===== src/rtl/sdm_alloc_pkg.sv =====
// Shared types and helpers for the SDM output-port allocators.
// Holds the sub-channel index type, the size limits and the lowest-free-index encoder.
package sdm_alloc_pkg;

   typedef logic [1:0] sc_idx_t;

   localparam int MAX_RN = 5;
   localparam int MAX_M  = 4;

   // Returns the index of the lowest set bit in free_vec (0 when none is set).
   function automatic sc_idx_t lowest_free(input logic [MAX_M-1:0] free_vec);
      sc_idx_t idx;
      idx = '0;
      for (int s = MAX_M - 1; s >= 0; s--) begin
         if (free_vec[s]) begin
            idx = sc_idx_t'(s);
         end
      end
      return idx;
   endfunction

endpackage


===== src/rtl/sdm_rr_arb.sv =====
// RN-input round-robin picker.
// The winner is the first requester at or after the pointer, wrapping modulo RN.
// The pointer moves to winner+1 only when the caller accepts the pick (adv).
module sdm_rr_arb #(
   parameter int RN = 4
) (
   input  logic          clk,
   input  logic          rst,
   input  logic [RN-1:0] req,
   input  logic          adv,
   output logic [RN-1:0] win,
   output logic          valid
);

   localparam int PW = (RN > 1) ? $clog2(RN) : 1;

   logic [PW-1:0] ptr_q;
   logic [PW-1:0] win_idx;

   // Scan from the pointer and stop at the first active request.
   always_comb begin : pick
      int idx;
      idx     = 0;
      win     = '0;
      valid   = 1'b0;
      win_idx = '0;
      for (int k = 0; k < RN; k++) begin
         idx = int'(ptr_q) + k;
         if (idx >= RN) begin
            idx = idx - RN;
         end
         if (!valid && req[idx]) begin
            valid    = 1'b1;
            win[idx] = 1'b1;
            win_idx  = PW'(idx);
         end
      end
   end

   // Advance the pointer past the winner whenever its pick is consumed.
   always_ff @(posedge clk or posedge rst) begin
      if (rst) begin
         ptr_q <= '0;
      end else if (adv && valid) begin
         ptr_q <= (win_idx == PW'(RN - 1)) ? '0 : win_idx + 1'b1;
      end
   end

endmodule


===== src/rtl/sdm_out_alloc.sv =====
// Output-port sub-channel allocator for the SDM router.
// Grants free sub-channels to requesting inputs in round-robin order, tracks
// ownership until tail flit (or protocol violation) and drives the crossbar column.
// Optional feature: define SDM_ALLOC_TIMEOUT_EN for per-sub-channel watchdogs that
// force-release a grant whose counter reaches all-ones.
module sdm_out_alloc
   import sdm_alloc_pkg::*;
#(
   parameter int RN = 4,
   parameter int M  = 2,
   parameter int TW = 8
) (
   input  logic            clk,
   input  logic            rst,
   input  logic [RN-1:0]   req,
   input  logic [RN-1:0]   eof,
   output logic [RN-1:0]   gnt,
   output logic [RN*2-1:0] gsc,
   output logic [M*RN-1:0] xsel,
   output logic [M-1:0]    busy,
   output logic            err
);

   logic [RN-1:0]   gnt_q,  gnt_d;
   logic [RN*2-1:0] gsc_q,  gsc_d;
   logic [M*RN-1:0] xsel_q, xsel_d;
   logic [M-1:0]    busy_q, busy_d;
   logic            err_q,  err_d;

   logic [RN-1:0]    cand;
   logic [RN-1:0]    win;
   logic             win_valid;
   logic             free_any;
   logic             grant_en;
   logic [MAX_M-1:0] free_ext;
   sc_idx_t          free_idx;
   logic [M-1:0]     alloc_ch;
   logic [M-1:0]     timeout_ch;
   logic [RN-1:0]    timeout_in;
   logic [RN-1:0]    rel_in;
   logic [M-1:0]     rel_ch;

   assign cand     = req & ~gnt_q;
   assign free_any = |(~busy_q);
   assign grant_en = win_valid & free_any;

   sdm_rr_arb #(
      .RN (RN)
   ) u_arb (
      .clk   (clk),
      .rst   (rst),
      .req   (cand),
      .adv   (free_any),
      .win   (win),
      .valid (win_valid)
   );

   // Only channels already free at the start of the cycle are offered to the winner.
   always_comb begin
      free_ext          = '0;
      free_ext[M-1:0]   = ~busy_q;
      free_idx          = lowest_free(free_ext);
      alloc_ch          = '0;
      for (int s = 0; s < M; s++) begin
         alloc_ch[s] = grant_en && (free_idx == sc_idx_t'(s));
      end
   end

`ifdef SDM_ALLOC_TIMEOUT_EN
   logic [TW-1:0] wd_q [M];

   // Watchdog restarts at allocation and counts every cycle the channel stays busy.
   always_ff @(posedge clk or posedge rst) begin
      if (rst) begin
         for (int s = 0; s < M; s++) begin
            wd_q[s] <= '0;
         end
      end else begin
         for (int s = 0; s < M; s++) begin
            if (alloc_ch[s]) begin
               wd_q[s] <= '0;
            end else if (busy_q[s]) begin
               wd_q[s] <= wd_q[s] + 1'b1;
            end
         end
      end
   end

   // An all-ones watchdog on a busy channel forces its release on the next edge.
   always_comb begin
      timeout_ch = '0;
      for (int s = 0; s < M; s++) begin
         timeout_ch[s] = busy_q[s] & (&wd_q[s]);
      end
   end
`else
   assign timeout_ch = '0;
`endif

   // Work out which inputs and which channels give up ownership this cycle, and flag violations.
   always_comb begin
      timeout_in = '0;
      for (int s = 0; s < M; s++) begin
         if (timeout_ch[s]) begin
            timeout_in = timeout_in | xsel_q[s*RN +: RN];
         end
      end
      rel_in = gnt_q & (eof | ~req | timeout_in);
      rel_ch = '0;
      for (int s = 0; s < M; s++) begin
         rel_ch[s] = |(xsel_q[s*RN +: RN] & rel_in);
      end
      err_d = (|(eof & ~gnt_q)) | (|(gnt_q & ~req & ~eof)) | (|timeout_ch);
   end

   // Next ownership table: clear released entries, then record the single new grant.
   always_comb begin
      gnt_d  = gnt_q & ~rel_in;
      gsc_d  = gsc_q;
      busy_d = busy_q;
      xsel_d = xsel_q;
      for (int i = 0; i < RN; i++) begin
         if (rel_in[i]) begin
            gsc_d[2*i +: 2] = '0;
         end
         if (grant_en && win[i]) begin
            gnt_d[i]        = 1'b1;
            gsc_d[2*i +: 2] = free_idx;
         end
      end
      for (int s = 0; s < M; s++) begin
         if (rel_ch[s]) begin
            busy_d[s]          = 1'b0;
            xsel_d[s*RN +: RN] = '0;
         end
         if (alloc_ch[s]) begin
            busy_d[s]          = 1'b1;
            xsel_d[s*RN +: RN] = win;
         end
      end
   end

   // All outputs are registered so nothing on req/eof reaches them combinationally.
   always_ff @(posedge clk or posedge rst) begin
      if (rst) begin
         gnt_q  <= '0;
         gsc_q  <= '0;
         xsel_q <= '0;
         busy_q <= '0;
         err_q  <= 1'b0;
      end else begin
         gnt_q  <= gnt_d;
         gsc_q  <= gsc_d;
         xsel_q <= xsel_d;
         busy_q <= busy_d;
         err_q  <= err_d;
      end
   end

   assign gnt  = gnt_q;
   assign gsc  = gsc_q;
   assign xsel = xsel_q;
   assign busy = busy_q;
   assign err  = err_q;

endmodule


===== config.mk =====
export PLATFORM = sky130hd
export DESIGN_NAME = sdm_out_alloc
export DESIGN_NICKNAME = d
export VERILOG_FILES = /design/src/rtl/sdm_alloc_pkg.sv /design/src/rtl/sdm_rr_arb.sv /design/src/rtl/sdm_out_alloc.sv
export SDC_FILE = /design/constraint.sdc
export NUM_CORES = 1
export LEC_CHECK = 0
export CAP_MARGIN = 20
export CORE_MARGIN = 2
export CORE_UTILIZATION = 50
export DETAILED_ROUTE_END_ITERATION = 12
export PLACE_DENSITY = 0.76
export SLEW_MARGIN = 20
export SYNTH_ARGS = -nofsm -noshare
export SYNTH_HDL_FRONTEND = slang
export SYNTH_SLANG_ARGS = --single-unit

===== constraint.sdc =====
create_clock -name clk -period 2.94 [get_ports clk]
set_clock_uncertainty 0.05 [all_clocks]
set_input_delay 0.735 -clock clk [delete_from_list [all_inputs] [get_ports clk]]
set_output_delay 0.735 -clock clk [all_outputs]
set_load 0.02 [all_outputs]

==> results.py <==
metrics = {
    "pwr": {
        "vdd_drop_max_mv": 0.661,
        "power_density_nw_per_um2": 1140,
        "p_leak_nw": 0.978,
        "total_power_mw": 2.44,
    },
    "placed_design": {
        "place_hpwl_um": 3400,
        "routabilityCongestion": 0.824,
        "dp.cells": 270,
        "io_buffers": 28,
    },
    "worst_hold_path": {
        "min_path_cells": 1,
        "min_from": "xsel[5]$_DFFE_PP0P_",
        "hp-class": "flop to flop",
    },
    "routing": {
        "drt-initial-drc-count": 172,
        "via_per_inst": 5.81,
        "first_pass_iters": 4,
        "vias": 1593,
        "antenna_left": 0,
        "drc_errors": 0,
        "wl_per_cell_um": 15.9,
        "routed_wl_um": 4370,
    },
    "clocking": {
        "h-tree-depth": 1,
        "cts_tree": "yes",
        "clk_latency_ns": 0.30,
        "cts_hold_buffers": 0,
        "cts_made_buffers": 3,
        "clock-root-buffer": "clkbuf_4",
        "cts_buffer_depth": 2,
        "clkTransAtPathRegs_ns": 0.12,
        "post_cts_resized": 0,
        "cts_sinks": 21,
        "cts_setup_buffers": 0,
    },
    "logic_synthesis": {
        "synthCells": 178,
        "synth_top_area_share_pct": 31.8,
        "synth_area_leader_cell": "dfrtp_1",
        "post-synth-top-count-cell": "dfrtp_1",
        "synthTopCellsByCount": "dfrtp_1 (21), nand2_1 (14), inv_1 (13)",
        "synth_area_leaders": "dfrtp_1 (32%), ha_1 (6.1%), o21ai_0 (3.3%)",
        "yosys_warnings": 0,
        "syn_area_per_cell_um2": 9.28,
        "yosys_most_used_dff": "dfrtp_1",
        "synth.distinct_cells": 50,
        "yosysSeqAreaShare_pct": 31.8,
        "synth_edf_count": 0,
        "ys_seq_elements": 21,
        "synthArstFlopShare_pct": 100,
        "syn-cell-area_um2": 1650,
    },
    "grt": {
        "track_usage_pct": 26.7,
        "antenna_found_initial": 0,
        "first_global_vias": 1582,
        "grt_overflow_total": 0,
        "grt_pass1_wl_um": 7550,
        "grt_max_degree": 22,
    },
    "critical_path": {
        "critical_path.max_fanout": 8,
        "rrSetupSlack_ns": 0.36,
        "path_depth": 6,
        "rr_endpoint": "gsc[2]$_DFFE_PP0P_",
        "required_ns": 3.09,
        "path_delay_family": "compound AO/OA/AOI/OAI gates",
        "critical_path.startpoint": "req[0]",
        "worstPathArrival_ns": 2.82,
        "end_kind": "flop",
        "cp-endpoint": "gsc[2]$_DFFE_PP0P_",
        "start_kind": "input pin",
        "critPathBufInv": 1,
        "r2r_start": "u_arb.ptr_q[1]$_DFFE_PP0P_",
        "cp_cell_sequence": "clkdlybuf4s50_1 > or2b_2 > mux4_2 > o22a_1 > a211o_1 > a32o_1",
        "cp_slowest_stage_delay_ns": 0.54,
        "ff2ff_path_depth": 10,
        "crit_path_top_delay_cell": "clkdlybuf4s50_1",
        "path_class": "input pin to flop",
    },
    "timing": {
        "max_freq_ghz": 0.375,
        "hold_viol_final": 0,
        "hold_slack_ns": 0.475,
        "slew_violations": 0,
        "setup_viol": 0,
        "period_needed_ns": 2.67,
        "slew-limit-headroom_pct": 43.9,
        "fin_crit_sh_pct": 90.7,
        "rsz0062_at_grt": "false",
        "tightest_slew_ns": 0.840,
    },
    "floorplanning": {
        "row_count": 20,
        "core_area_um2": 3100,
        "dieWidth_um": 61.5,
        "num_io_pins": 33,
        "initial_core_util_pct": 53.2,
        "dieArea_um2": 3780,
        "die_y_um": 61.5,
    },
    "final_layout": {
        "stdcell_count": 274,
        "syn_to_final_growth_pct": 29.6,
        "antenna_cells": 0,
        "drive_gt1_share_pct": 16.5,
        "fillers": 286,
        "seqCellArea_um2": 526,
        "finalNetCount": 249,
        "multi_input_area_um2": 1010,
    },
    "outcome": {
        "outcome": "complete, no violations",
    },
    "flow_run": {
        "max_cap_viol_count": 0,
    },
}
-- metal layers --
metal | global-route usage, % | share of wire, % | vias up | routed length, um
met5 | 0 | 0 | - | 0
met4 | 4.56 | 0.39 | 0 | 17
met3 | 4.20 | 6.0 | 4 | 262
met2 | 44.8 | 49 | 58 | 2160
met1 | 37.1 | 44 | 765 | 1930
li1 | - | - | 766 | -
-- registers in the layout, indices dropped and copies added (netlist names) --
name,cells
gnt,4
xsel,8
err,1
u_arb.ptr_q,2
gsc,4
busy,2
-- cells by family (layout without fill, tap and decap cells) --
kind of cell	count (synthesis)	after routing	synth area share (%)
buffers and inverters	22	71	7.73
adder cells (fa/ha/maj)	8	8	6.06
multiplexers	4	4	3.94
flip-flops	21	21	31.8
AO/OA/AOI/OAI	54	54	24.6
AND/OR/NAND/NOR	68	68	25.6
other	1	4	0.227
-- cell usage in the layout, fill, tap and decap left out, drive strengths merged, types with 4 or more instances in the layout --
| cell type | synthesis | layout |
|---|---|---|
| o2bb2ai | 6 | 6 |
| a22oi | 4 | 4 |
| a21oi | 5 | 5 |
| nor2 | 7 | 7 |
| inv | 13 | 13 |
| nor2b | 5 | 5 |
| o21ai | 11 | 11 |
| a21boi | 4 | 4 |
| conb | 1 | 4 |
| a32o | 4 | 4 |
| nand3 | 9 | 9 |
| clkbuf | 2 | 4 |
| ha | 8 | 8 |
| nand2 | 14 | 14 |
| and3 | 5 | 5 |
| nor3b | 4 | 4 |
| buf | 7 | 26 |
| clkdlybuf4s50 | 0 | 28 |
| nor3 | 5 | 5 |
| dfrtp | 21 | 21 |
-- stage by stage --
stage | area, um^2 | setup TNS [ns] | utilization [%] | worst slack [ns]
global route | 2140 | 0 | 69.0 | 0.151
finish | 2140 | 0 | 69.0 | 0.273
floorplan | 1660 | 0 | - | 0.269
CTS | 2140 | 0 | 69.0 | 0.292
global placement | 2110 | -0.00626 | 68.1 | -0.00433
detailed placement | 2110 | -0.244 | 68.1 | -0.0487
-- worst min path at each step --
stage                                endpoint  slack [ns]
after global routing      xsel[4]$_DFFE_PP0P_        0.51
final                     xsel[5]$_DFFE_PP0P_        0.48
after global placement    xsel[5]$_DFFE_PP0P_        0.45
after floorplan           xsel[0]$_DFFE_PP0P_        0.57
after CTS                 xsel[5]$_DFFE_PP0P_        0.48
after detailed placement  xsel[5]$_DFFE_PP0P_        0.45
-- cell type report --
type / count / area share [%]
clock buffers: 4 / 1.23
multi-input cells: 138 / 47.2
flip-flops and latches: 21 / 24.5
inverters: 13 / 2.28
repair buffers: 54 / 22.2
well taps: 44 / 2.57
-- power by group --
group	internal [mW]	leakage [nW]	switching (mW)
sequential	0.406	0.262	0.107
clock	0.0528	0.0150	0.0914
combinational	0.835	0.701	0.942
total	1.29	0.978	1.14
Note: power is estimated with default switching activity, not from simulation.
